--- src/rtl/slim_ctrl_pkg.sv ---
// Shared constants and encodings for the slime controller and its address generator.
package slim_ctrl_pkg;

  localparam int SPR_W    = 34;
  localparam int SPR_H    = 33;
  localparam int SCREEN_W = 640;
  localparam int SCREEN_H = 480;
  localparam int ADDR_W   = 14;
  localparam int COORD_W  = 10;
  localparam int CNT_W    = 8;

  typedef enum logic [1:0] {
    WALK_L = 2'd0,
    WALK_R = 2'd1,
    FROZEN = 2'd2
  } slim_state_e;

  typedef enum logic {
    DIR_LEFT  = 1'b0,
    DIR_RIGHT = 1'b1
  } slim_dir_e;

endpackage

--- src/rtl/slim_addr_gen.sv ---
// Sprite box test and row-major ROM address, registered with one cycle of latency.
module slim_addr_gen
  import slim_ctrl_pkg::*;
(
  input  logic               clk,
  input  logic               rst_n,
  input  logic [COORD_W-1:0] hcnt,
  input  logic [COORD_W-1:0] vcnt,
  input  logic [COORD_W-1:0] spr_x,
  input  logic [COORD_W-1:0] spr_y,
  output logic [ADDR_W-1:0]  addr,
  output logic               in_box
);

  logic [COORD_W:0]   x_end;
  logic [COORD_W:0]   y_end;
  logic [COORD_W-1:0] row;
  logic [COORD_W-1:0] col;
  logic [ADDR_W-1:0]  row_ext;
  logic [ADDR_W-1:0]  addr_d;
  logic [ADDR_W-1:0]  addr_q;
  logic               in_box_d;
  logic               in_box_q;

  always_comb begin
    x_end    = {1'b0, spr_x} + (COORD_W+1)'(SPR_W);
    y_end    = {1'b0, spr_y} + (COORD_W+1)'(SPR_H);
    in_box_d = (hcnt >= spr_x) && ({1'b0, hcnt} < x_end) &&
               (vcnt >= spr_y) && ({1'b0, vcnt} < y_end);
    row      = vcnt - spr_y;
    col      = hcnt - spr_x;
    row_ext  = {{(ADDR_W-COORD_W){1'b0}}, row};
    addr_d   = '0;
    // row * 34 as two shifts and an add keeps this off the multipliers
    if (in_box_d) begin
      addr_d = (row_ext << 5) + (row_ext << 1) + {{(ADDR_W-COORD_W){1'b0}}, col};
    end
  end

  always_ff @(posedge clk or negedge rst_n) begin
    if (!rst_n) begin
      addr_q   <= '0;
      in_box_q <= 1'b0;
    end else begin
      addr_q   <= addr_d;
      in_box_q <= in_box_d;
    end
  end

  assign addr   = addr_q;
  assign in_box = in_box_q;

endmodule

--- src/rtl/slim_ctrl.sv ---
// Slime patrol/freeze FSM plus sprite address generation for the slime renderer.
module slim_ctrl
  import slim_ctrl_pkg::*;
#(
  parameter int X_MIN         = 40,
  parameter int X_MAX         = 566,
  parameter int Y_POS         = 400,
  parameter int START_X       = 300,
  parameter int STEP          = 2,
  parameter int FREEZE_FRAMES = 180
) (
  input  logic               clk,
  input  logic               rst_n,
  input  logic [COORD_W-1:0] hcnt,
  input  logic [COORD_W-1:0] vcnt,
  input  logic               frame_tick,
  input  logic               freeze_hit,
  output logic [ADDR_W-1:0]  slim,
  output logic               slim_in,
  output logic               slim_dir,
  output logic               slim_frozen,
  output logic [COORD_W-1:0] slim_x
);

  slim_state_e         state_q, state_d;
  slim_state_e         saved_q, saved_d;
  logic [COORD_W-1:0]  pos_q, pos_d;
  logic [CNT_W-1:0]    cnt_q, cnt_d;
  logic                dir_q, dir_d;
  logic                frozen_q, frozen_d;
  logic signed [COORD_W:0] x_left;
  logic signed [COORD_W:0] x_right;

  always_ff @(posedge clk or negedge rst_n) begin
    if (!rst_n) begin
      state_q  <= WALK_L;
      saved_q  <= WALK_L;
      pos_q    <= COORD_W'(START_X);
      cnt_q    <= '0;
      dir_q    <= DIR_LEFT;
      frozen_q <= 1'b0;
    end else begin
      state_q  <= state_d;
      saved_q  <= saved_d;
      pos_q    <= pos_d;
      cnt_q    <= cnt_d;
      dir_q    <= dir_d;
      frozen_q <= frozen_d;
    end
  end

  // A hit always takes priority over movement, and movement only happens on frame_tick
  always_comb begin
    state_d = state_q;
    saved_d = saved_q;
    pos_d   = pos_q;
    cnt_d   = cnt_q;
    x_left  = signed'({1'b0, pos_q}) - signed'((COORD_W+1)'(STEP));
    x_right = signed'({1'b0, pos_q}) + signed'((COORD_W+1)'(STEP));
    case (state_q)
      WALK_L: begin
        if (freeze_hit) begin
          state_d = FROZEN;
          saved_d = WALK_L;
          cnt_d   = CNT_W'(FREEZE_FRAMES);
        end else if (frame_tick) begin
          if (x_left <= signed'((COORD_W+1)'(X_MIN))) begin
            pos_d   = COORD_W'(X_MIN);
            state_d = WALK_R;
          end else begin
            pos_d = x_left[COORD_W-1:0];
          end
        end
      end
      WALK_R: begin
        if (freeze_hit) begin
          state_d = FROZEN;
          saved_d = WALK_R;
          cnt_d   = CNT_W'(FREEZE_FRAMES);
        end else if (frame_tick) begin
          if (x_right >= signed'((COORD_W+1)'(X_MAX))) begin
            pos_d   = COORD_W'(X_MAX);
            state_d = WALK_L;
          end else begin
            pos_d = x_right[COORD_W-1:0];
          end
        end
      end
      FROZEN: begin
        if (freeze_hit) begin
          cnt_d = CNT_W'(FREEZE_FRAMES);
        end else if (frame_tick) begin
          if (cnt_q == CNT_W'(1)) begin
            state_d = saved_q;
            cnt_d   = '0;
          end else begin
            cnt_d = cnt_q - CNT_W'(1);
          end
        end
      end
      default: begin
        state_d = WALK_L;
      end
    endcase
  end

  // Outputs are decoded from the next state so they land in flops alongside it
  always_comb begin
    frozen_d = (state_d == FROZEN);
    dir_d    = (state_d == WALK_R) || ((state_d == FROZEN) && (saved_d == WALK_R));
  end

  slim_addr_gen u_addr_gen (
    .clk    (clk),
    .rst_n  (rst_n),
    .hcnt   (hcnt),
    .vcnt   (vcnt),
    .spr_x  (pos_q),
    .spr_y  (COORD_W'(Y_POS)),
    .addr   (slim),
    .in_box (slim_in)
  );

  assign slim_x      = pos_q;
  assign slim_dir    = dir_q;
  assign slim_frozen = frozen_q;

endmodule

--- config.mk ---
export PLATFORM = sky130hd
export DESIGN_NAME = slim_ctrl
export DESIGN_NICKNAME = d
export VERILOG_FILES = /design/src/rtl/slim_ctrl_pkg.sv /design/src/rtl/slim_addr_gen.sv /design/src/rtl/slim_ctrl.sv
export SDC_FILE = /design/constraint.sdc
export NUM_CORES = 1
export LEC_CHECK = 0
export BUFFER_PORTS_ARGS = -buffer_cell sky130_fd_sc_hd__buf_2
export CAP_MARGIN = 20
export CELL_PAD_IN_SITES_DETAIL_PLACEMENT = 0
export CELL_PAD_IN_SITES_GLOBAL_PLACEMENT = 1
export CORE_ASPECT_RATIO = 2
export CORE_MARGIN = 4
export CORE_UTILIZATION = 40
export CTS_CLUSTER_DIAMETER = 50
export CTS_CLUSTER_SIZE = 14
export DETAILED_ROUTE_END_ITERATION = 16
export PLACE_DENSITY_LB_ADDON = 0.1
export SETUP_SLACK_MARGIN = 0.2
export SYNTH_ARGS = -nofsm -noshare
export SYNTH_HDL_FRONTEND = slang
export SYNTH_SLANG_ARGS = --single-unit
--- constraint.sdc ---
create_clock -name clk -period 3.8 [get_ports clk]
set_clock_uncertainty 0.2 [all_clocks]
set_input_delay 1.14 -clock clk [delete_from_list [all_inputs] [get_ports clk]]
set_output_delay 1.14 -clock clk [all_outputs]
set_load 0.005 [all_outputs]
# [After elaboration in Yosys (flattened, before gate mapping)]
# Index checks and enable logic that the tools add are counted.
[classes] muxes=26 n_lt_le_gt_ge=6 addsub=8 reduce_logical=11 eq_ne=12
[op_table] cell="$mux W10" n=6
[op_table] cell="$mux W8" n=4
[op_table] cell="$mux W2" n=11
[op_table] cell="$pmux W10 S2" n=1
[op_table] cell="$pmux W8 S2" n=1
[op_table] cell="$add A14 B10 Y14" n=1
[op_table] cell="$add A14 B11 Y14" n=1
[op_table] cell="$mux W14" n=1
[op_table] cell="$add A10 B2 Y11 const B" n=1
[op_table] cell="$add A10 B6 Y11 const B" n=1
[op_table] cell="$ge A11 B11 Y1 const B" n=1
[op_table] cell="$le A11 B7 Y1 const B" n=1
[op_table] cell="$lt A10 B11 Y1" n=1
[op_table] cell="$sub A10 B2 Y11 const B" n=1
[op_table] cell="$ge A10 B10 Y1" n=1
[op_table] cell="$ge A10 B9 Y1 const B" n=1
[op_table] cell="$lt A10 B9 Y1 const B" n=1
[op_table] cell="$sub A10 B10 Y10" n=1
[op_table] cell="$sub A10 B9 Y10 const B" n=1
[op_table] cell="$eq A8 B1 Y1 const B" n=1
[op_table] cell="$ne A2 B2 Y1 const B" n=4
[op_table] cell="$sub A8 B1 Y8 const B" n=1
[op_table] cell="$eq A2 B1 Y1 const B" n=3
[op_table] cell="$pmux W2 S3" n=1
[op_table] cell="11 further kinds" n=16
[totals] output_inout_bits=27 ff_bits=39 elab_cells=71 in_bits=24

# [Longest topological paths before layout]
# Gate-level depths: netlist of run 1.
[logic_depth] ltp_word=9 ltp_mapped=17 ltp_nobuf=17

# [Cells and area by module]
# From an unflattened synthesis of run 1, not the netlist that was laid out.
[unflattened] cells_unflattened=521 area_unflattened_um2=4429.2
[modules_own_cells] mod="slim_addr_gen" area_per_inst_um2=2588.7 n_inst=1 seq_area_each_um2=375.4 cells_per_inst=298
[modules_own_cells] mod="slim_ctrl" area_per_inst_um2=1840.5 n_inst=1 seq_area_each_um2=580.6 cells_per_inst=223

# [Worst setup path after synthesis of run 1]
# OpenSTA, ideal clock, no wires.
[synth_path] path_type="input port to flip-flop" start="input hcnt[1]" end="register u_addr_gen.addr_q[11], in the netlist u_addr_gen.addr[11]" t_arrival_ps=4322 setup_time_ps=132 path_slack_ps=-854 n_path_buf=0 required_ps=3468 cell_stages=15 cell_sequence="fa_1 > a21o_1 > a21oi_1 > o21ai_0 > a21oi_1 > xnor2_1 > fa_1 > inv_1 > ha_1 > a2111oi_0 > o21ai_0 > a31o_2 > a21oi_1 > xor2_1 > nor2_1"
[synth_between] elab_chain_cells=5
[synth_lines] item="start, declared" line_no="slim_ctrl.sv:14" rtl="input logic [COORD_W-1:0] hcnt,"
[synth_lines] item="branches (longest 4 deep; another with $add A14 B10 Y14)"
[synth_lines] item="$mux W14 *" line_no="slim_addr_gen.sv:35" rtl="if (in_box_d) begin"
[synth_lines] item="net u_addr_gen.addr_d[11]" line_no="slim_addr_gen.sv:20" rtl="logic [ADDR_W-1:0] addr_d;"
[synth_lines] item="end signal, assigned" line_no="slim_addr_gen.sv:45" rtl="addr_q <= addr_d;"
[synth_lines] item="end, declared" line_no="slim_addr_gen.sv:21" rtl="logic [ADDR_W-1:0] addr_q;"
# Mark *: on every way through the listed nets, which the timed path passes.
# A chain may end at the register's enable or synchronous reset.

# [Final worst setup path of run 1]
# Ends and elaborated chain as after synthesis.

==> run_results.csv, run 1 <==
group,metric,value,unit
run_status,outcome,"complete, but fails checks",
run_status,violations,"setup timing",
global_routing,grt_pass1_vias,3733,
cells_and_area,antenna_cells,0,
cells_and_area,fin_nets,615,
die,chipHeight,142,um
die,dieArea,10600,sq um
clocking,clk_latency,0.29,ns
die,coreArea,8650,sq um
critical_path,ff2ff_path_depth,16,
synth,synth_cell_types,58,
die,fp.dieW,74.8,um
timing,max_slew_margin,0.391,
critical_path,critical_path_arrival,4.22,ns
routing,vias_per_cell,5.45,
power,p_total,2.00,mW
critical_path,cp.required,3.78,ns
power,internal_power,1.26,mW
power,p_leak,2.36,nW
clocking,cts_root_buf,"clkbuf_16",
cells_and_area,final_common_cell,"buf_4",
global_routing,grt_usage,0.221,
timing,fmax,0.236,GHz
timing,finalMaxSlewViolations,0,
cells_and_area,drive_gt1_frac,0.353,
critical_path,crit_type,"input pin to register",
synth,yosysSeqAreaShare,0.268,
routing,met2_length,6.67,mm
power,combPwrFrac,0.559,
clocking,ctsHoldBuffers,0,
cells_and_area,regArea,956,sq um
clocking,htree_levels,2,
die,boundaryPins,51,
die,start_util,0.412,
timing,fin_setup_tns,-2.22,ns
routing,wire_per_inst,17.0,um
synth,ys.warnings.count,0,
routing,drc,0,
critical_path,end_kind,"register",
routing,first_pass_iters,5,
cells_and_area,area_growth,38.4,%
routing,num_vias,3511,
worst_hold_path,min_path_type,"register to register",
global_routing,antenna_found_initial,0,
clocking,clkSinkCount,38,
timing,fin_crit,4.24,ns
power,p_seq_frac,0.219,
clocking,clk_transition_reported_paths,0.06,ns
power,p_sw,0.740,mW
routing,drt-initial-drc-count,181,
synth,ys_async_sr_fraction,1.00,
synth,syn_avg_cell_area,8.33,sq um
power,pwr_density_cell,405,nW/um^2
clocking,cts_tree,"built",
routing,highest_layer,"met4",
global_routing,grt_first_pass_wirelength,17.7,mm
power,ir_worst_vdd,360,uV
timing,fin_ws,-0.441,ns
timing,rsz0062_at_grt,"yes",
clocking,clock_path_buffers,2,
power,swShare,0.370,
timing,finalSetupViolCount,8,
synth,synth_edf_count,0,
routing,drt-total-wl,11.0,mm
critical_path,cp_max_fo,3,
placed_design,post-dp-hpwl,8.92,mm
job,maxCapViolCount,0,
clocking,cts-buffers-inserted,5,
global_routing,grt_overflow_total,0,
timing,tightest_slew,0.913,ns
power,clkPwrFrac,0.221,
synth,ys.flop_type,"dfrtp_1",
routing,wl_met3,268,um
timing,fin_crit_sh,1.12,
cells_and_area,final_cell_mix,"69 x buf_4, 48 x buf_2, 46 x nor2_1",
synth,postSynthCellCount,428,
cells_and_area,fillerInstances,832,
synth,syn-num-nets,500,
synth,ys_seq_elements,38,
placed_design,io_buffers,49,
global_routing,grt_max_degree,39,
cells_and_area,multiInputGateArea,2700,sq um
synth,mappedNetlistArea,3570,sq um
placed_design,gp_congestion,0.934,
routing,ant_nets,0,
worst_hold_path,hold_depth,1,
timing,hold_violations,0,
critical_path,cp-start-kind,"input pin",
die,rows,48,
routing,met1_length,3.44,mm
-- per-layer routing --
| layer | up-vias | track usage |
|---|---|---|
| met5 | - | 0 |
| met4 | 0 | 0.130 |
| met3 | 34 | 0.0248 |
| met2 | 70 | 0.435 |
| met1 | 1684 | 0.200 |
| li1 | 1723 | - |
-- registers in the layout (all words and copies together), names as in the netlist --
name               flops
slim_dir               1
cnt_q                  8
state_q                2
slim_frozen            1
u_addr_gen.addr       14
slim_x                 9
saved_q                2
u_addr_gen.in_box      1
-- synth_stat cells, types with 2 or more instances --
master	number	area [sq um]
o41ai_1	2	17.5
o31ai_1	4	30.0
inv_1	43	161
a21oi_1	28	140
xor2_1	9	78.8
buf_4	2	15.0
o211ai_1	5	37.5
o21ai_1	2	10.0
xnor2_1	21	184
nor3_1	17	85.1
dfrtp_1	34	851
dfstp_2	4	105
a22oi_1	4	30.0
ha_1	41	513
and3_1	4	25.0
and2_1	4	25.0
or3_1	4	25.0
a2111oi_0	3	26.3
nand3_1	6	30.0
or4_1	3	22.5
o21a_1	3	22.5
nand4_1	5	31.3
clkbuf_1	12	45.0
o32ai_1	2	17.5
nor2b_1	4	25.0
nand2_1	15	56.3
buf_2	2	10.0
or2_2	3	18.8
o22a_1	3	26.3
a21o_1	10	75.1
a211oi_2	2	25.0
fa_1	7	140
a31oi_1	7	43.8
conb_1	2	7.51
nand2b_1	9	56.3
o21ai_0	27	135
nor4b_1	2	17.5
nor2_1	50	188
a211o_1	2	17.5
nand3b_1	3	22.5
-- what timing repair did --
action                     CTS  global route
gates cloned                 0             0
setup buffers                5             1
pin swaps                   19            20
resized for setup           24            17
setup endpoints to repair   15            14
-- path summary, 6_finish.rpt --
| path | startpoint | to | slack [ns] |
|---|---|---|---|
| max | hcnt[1] | u_addr_gen.addr[11]$_DFF_PN0_ | -0.44 |
| min | saved_q[1]$_DFF_PN0_ | saved_q[1]$_DFF_PN0_ | 0.31 |
| max reg2reg | slim_x[3]$_DFFE_PN1P_ | u_addr_gen.addr[13]$_DFF_PN0_ | -0.03 |
| min reg2reg | saved_q[1]$_DFF_PN0_ | saved_q[1]$_DFF_PN0_ | 0.31 |
| max in group asynchronous | rst_n | u_addr_gen.addr[2]$_DFF_PN0_ | 2.04 |
| min in group asynchronous | rst_n | slim_x[6]$_DFFE_PN0P_ | 0.78 |
-- worst max-delay path, stage by stage --
cell	delay (ns)
buf_6	0.10
fa_2	0.34
a21o_1	0.19
a21oi_4	0.17
o21bai_1	0.12
a21oi_2	0.20
xor2_2	0.10
fa_1	0.56
inv_2	0.05
ha_4	0.22
o21ai_4	0.16
nand2b_1	0.07
a21o_1	0.19
a31o_2	0.26
a21oi_2	0.16
xor2_1	0.15
nor2_1	0.05
-- cells by family after synthesis --
family,share of synthesized area
AND/OR/NAND/NOR,0.198
XOR/XNOR,0.0737
flip-flops,0.268
AO/OA/AOI/OAI,0.206
other,0.00211
buffers and inverters,0.0660
adder cells (fa/ha/maj),0.183
multiplexers,0.00316
-- stage by stage --
step / setup WS (ns) / hold WS [ns] / instance area (sq um) / std cells / utilization
6_report: -0.441 / 0.307 / 4940 / 644 / 0.571
5_1_grt: -0.618 / 0.348 / 4940 / 644 / 0.571
4_1_cts: -0.477 / 0.311 / 4850 / 643 / 0.561
3_5_place_dp: -0.859 / 0.296 / 4540 / 630 / 0.524
3_3_place_gp: -0.761 / 0.299 / 4540 / 630 / 0.524
2_1_floorplan: -0.370 / 0.267 / 3720 / 428 / -
-- power groups by stage --
stage               clock network (mW)  logic (mW)  registers, mW
CTS                              0.453        1.07          0.439
global placement                     0       0.926          0.446
finish                           0.443        1.12          0.439
global route                     0.467        1.23          0.442
detailed placement                   0       0.939          0.446
floorplan                            0       0.593          0.448
-- final cells by class --
class,instances,area share
Inverter,44,0.0340
Multi-Input combinational cell,330,0.547
Timing Repair Buffer,124,0.170
Clock buffer,6,0.0281
Clock inverter,2,0.00253
Sequential cell,38,0.194
Tap cell,100,0.0253
(Power assumes the default switching activity.)
==> run 2, diff against run 1 <==
- PLACE_DENSITY: not set -> 0.74
- PLACE_DENSITY_LB_ADDON: 0.1 -> not set
==> run_results.csv, run 2 (synthesized netlist as in run 1, its figures left out) <==
group,metric,value,unit
run_status,outcome,"complete, but fails checks",
run_status,violations,"setup timing",
clocking,cts_root_buf,"clkbuf_16",
critical_path,crit_type,"input pin to register",
die,start_util,0.412,
timing,fin_crit_sh,1.09,
critical_path,critPathTopFamily,"compound AO/OA/AOI/OAI gates",
global_routing,grt_pass1_vias,3737,
routing,drc,0,
critical_path,path_buf_inv,4,
power,ir_worst_vdd,267,uV
global_routing,antenna_found_initial,0,
cells_and_area,fillerInstances,837,
timing,fin_ws,-0.356,ns
cells_and_area,largest_register_ffs,14,
die,rows,48,
routing,ant_nets,0,
critical_path,critical_path_arrival,4.17,ns
timing,fmax,0.241,GHz
cells_and_area,fin_cells,638,
timing,finalMaxSlewViolations,0,
clocking,htree_levels,2,
placed_design,placed_area,4510,sq um
timing,rsz0062_at_grt,"yes",
die,fp.dieW,74.8,um
global_routing,grt_usage,0.222,
routing,drt-total-wl,11.0,mm
global_routing,grt_first_pass_wirelength,17.9,mm
cells_and_area,area_growth,35.9,%
global_routing,grt_max_degree,39,
cells_and_area,final_cell_mix,"67 x buf_4, 48 x buf_2, 46 x nor2_1",
timing,fin_crit,4.16,ns
placed_design,pre_cts_slack,-0.836,ns
critical_path,cp_max_fo,3,
critical_path,crit_chain,"buf_6, buf_6, ha_4, o21a_1, o21a_1, nor2_4, o21ba_2, xor2_2, fa_1, inv_2, ha_4, inv_2, o21ai_1, a31o_2, a31oi_1, or3_1, a21oi_1",
placed_design,io_buffers,49,
clocking,cts_tree,"built",
job,maxCapViolCount,0,
critical_path,cp.required,3.82,ns
critical_path,cpPeakStageDelay,0.49,ns
die,chipHeight,142,um
global_routing,grt_overflow_total,0,
placed_design,gp_congestion,0.911,
routing,num_vias,3469,
placed_design,post-dp-hpwl,8.91,mm
cells_and_area,fin_area,4850,sq um
power,p_total,1.91,mW
critical_path,slowest_stage,"fa_1",
routing,vias_per_cell,5.44,
cells_and_area,regArea,956,sq um
die,boundaryPins,51,
cells_and_area,antenna_cells,0,
timing,tightest_slew,0.950,ns
clocking,clk_transition_reported_paths,0.06,ns
routing,drt-initial-drc-count,219,
cells_and_area,drive_gt1_frac,0.340,
worst_hold_path,min_path_type,"register to register",
routing,wire_per_inst,17.3,um
clocking,cts-buffers-inserted,5,
clocking,ctsHoldBuffers,0,
cells_and_area,fin_nets,609,
die,dieArea,10600,sq um
clocking,clk_latency,0.29,ns
clocking,clock_path_buffers,2,
timing,finalSetupViolCount,6,
critical_path,cp-start-kind,"input pin",
timing,max_slew_margin,0.366,
cells_and_area,final_common_cell,"buf_4",
cells_and_area,multiInputGateArea,2690,sq um
die,coreArea,8650,sq um
power,pwr_density_cell,395,nW/um^2
clocking,clkSinkCount,38,
timing,hold_violations,0,
power,p_leak,2.32,nW
routing,first_pass_iters,4,
critical_path,end_kind,"register",
placed_design,dp.cells,626,
-- run 2: changes by cell type in the layout (fill, tap and decap cells not counted), sizes merged --
| cell | previous run | this run |
|---|---|---|
| buf | 124 | 118 |
| clkinv | 2 | 3 |
| clkinvlp | 1 | 0 |
-- run 2: final cells by class --
cell class / instances / share of cell area
flip-flops and latches: 38 / 0.197
clock inverters: 2 / 0.00207
inverters: 44 / 0.0341
clock buffers: 6 / 0.0266
well taps: 100 / 0.0258
repair buffers: 118 / 0.160
multi-input cells: 330 / 0.554
-- run 2: routing by layer --
metal  part of all wire  vias to the layer above  track usage
met3              0.021                       22       0.0177
met1               0.33                     1672        0.212
met2               0.61                       59        0.443
met5                  0                        -            0
met4              0.038                        0        0.104
li1                   -                     1716            -
-- run 2: worst reg2reg max path, cell delays in order, from the launching register on --
cell	delay, ns
dfstp_2	0.53
inv_1	0.08
ha_1	0.40
o21a_1	0.24
nor2_4	0.06
o21ba_2	0.22
xor2_2	0.18
fa_1	0.50
inv_2	0.05
ha_4	0.27
inv_2	0.05
o21ai_1	0.17
a31o_2	0.20
a31oi_1	0.09
or3_1	0.35
a21oi_1	0.12
-- run 2: worst paths after layout --
check / start / endpoint / slack, ns / depth (start not counted)
min in group asynchronous: rst_n / cnt_q[4]$_DFFE_PN0P_ / 0.80 / 1
min: saved_q[1]$_DFF_PN0_ / saved_q[1]$_DFF_PN0_ / 0.31 / 1
min reg2reg: saved_q[1]$_DFF_PN0_ / saved_q[1]$_DFF_PN0_ / 0.31 / 1
max reg2reg: slim_x[3]$_DFFE_PN1P_ / u_addr_gen.addr[13]$_DFF_PN0_ / 0.06 / 15
max in group asynchronous: rst_n / slim_x[1]$_DFFE_PN0P_ / 2.00 / 1
max: hcnt[1] / u_addr_gen.addr[13]$_DFF_PN0_ / -0.36 / 17
-- run 2: repair_timing --
| item | in CTS | in global routing |
|---|---|---|
| pin swaps | 30 | 17 |
| endpoints found under the setup margin | 15 | 15 |
| gates resized for setup | 21 | 14 |
| setup buffers | 1 | 3 |
-- run 2: power breakdown --
| group | total, mW | leakage, nW | internal (mW) | switching [mW] |
|---|---|---|---|---|
| registers | 0.435 | 0.469 | 0.423 | 0.0115 |
| logic | 1.06 | 1.78 | 0.537 | 0.524 |
| clock network | 0.417 | 0.0706 | 0.242 | 0.176 |
-- run 2: metrics by stage --
step / hold WS (ns) / util / TNS, ns
2_1_floorplan: 0.267 / - / -1.12
3_3_place_gp: 0.296 / 0.521 / -6.44
3_5_place_dp: 0.293 / 0.521 / -7.07
4_1_cts: 0.311 / 0.552 / -1.84
5_1_grt: 0.342 / 0.560 / -2.71
6_report: 0.310 / 0.560 / -1.37
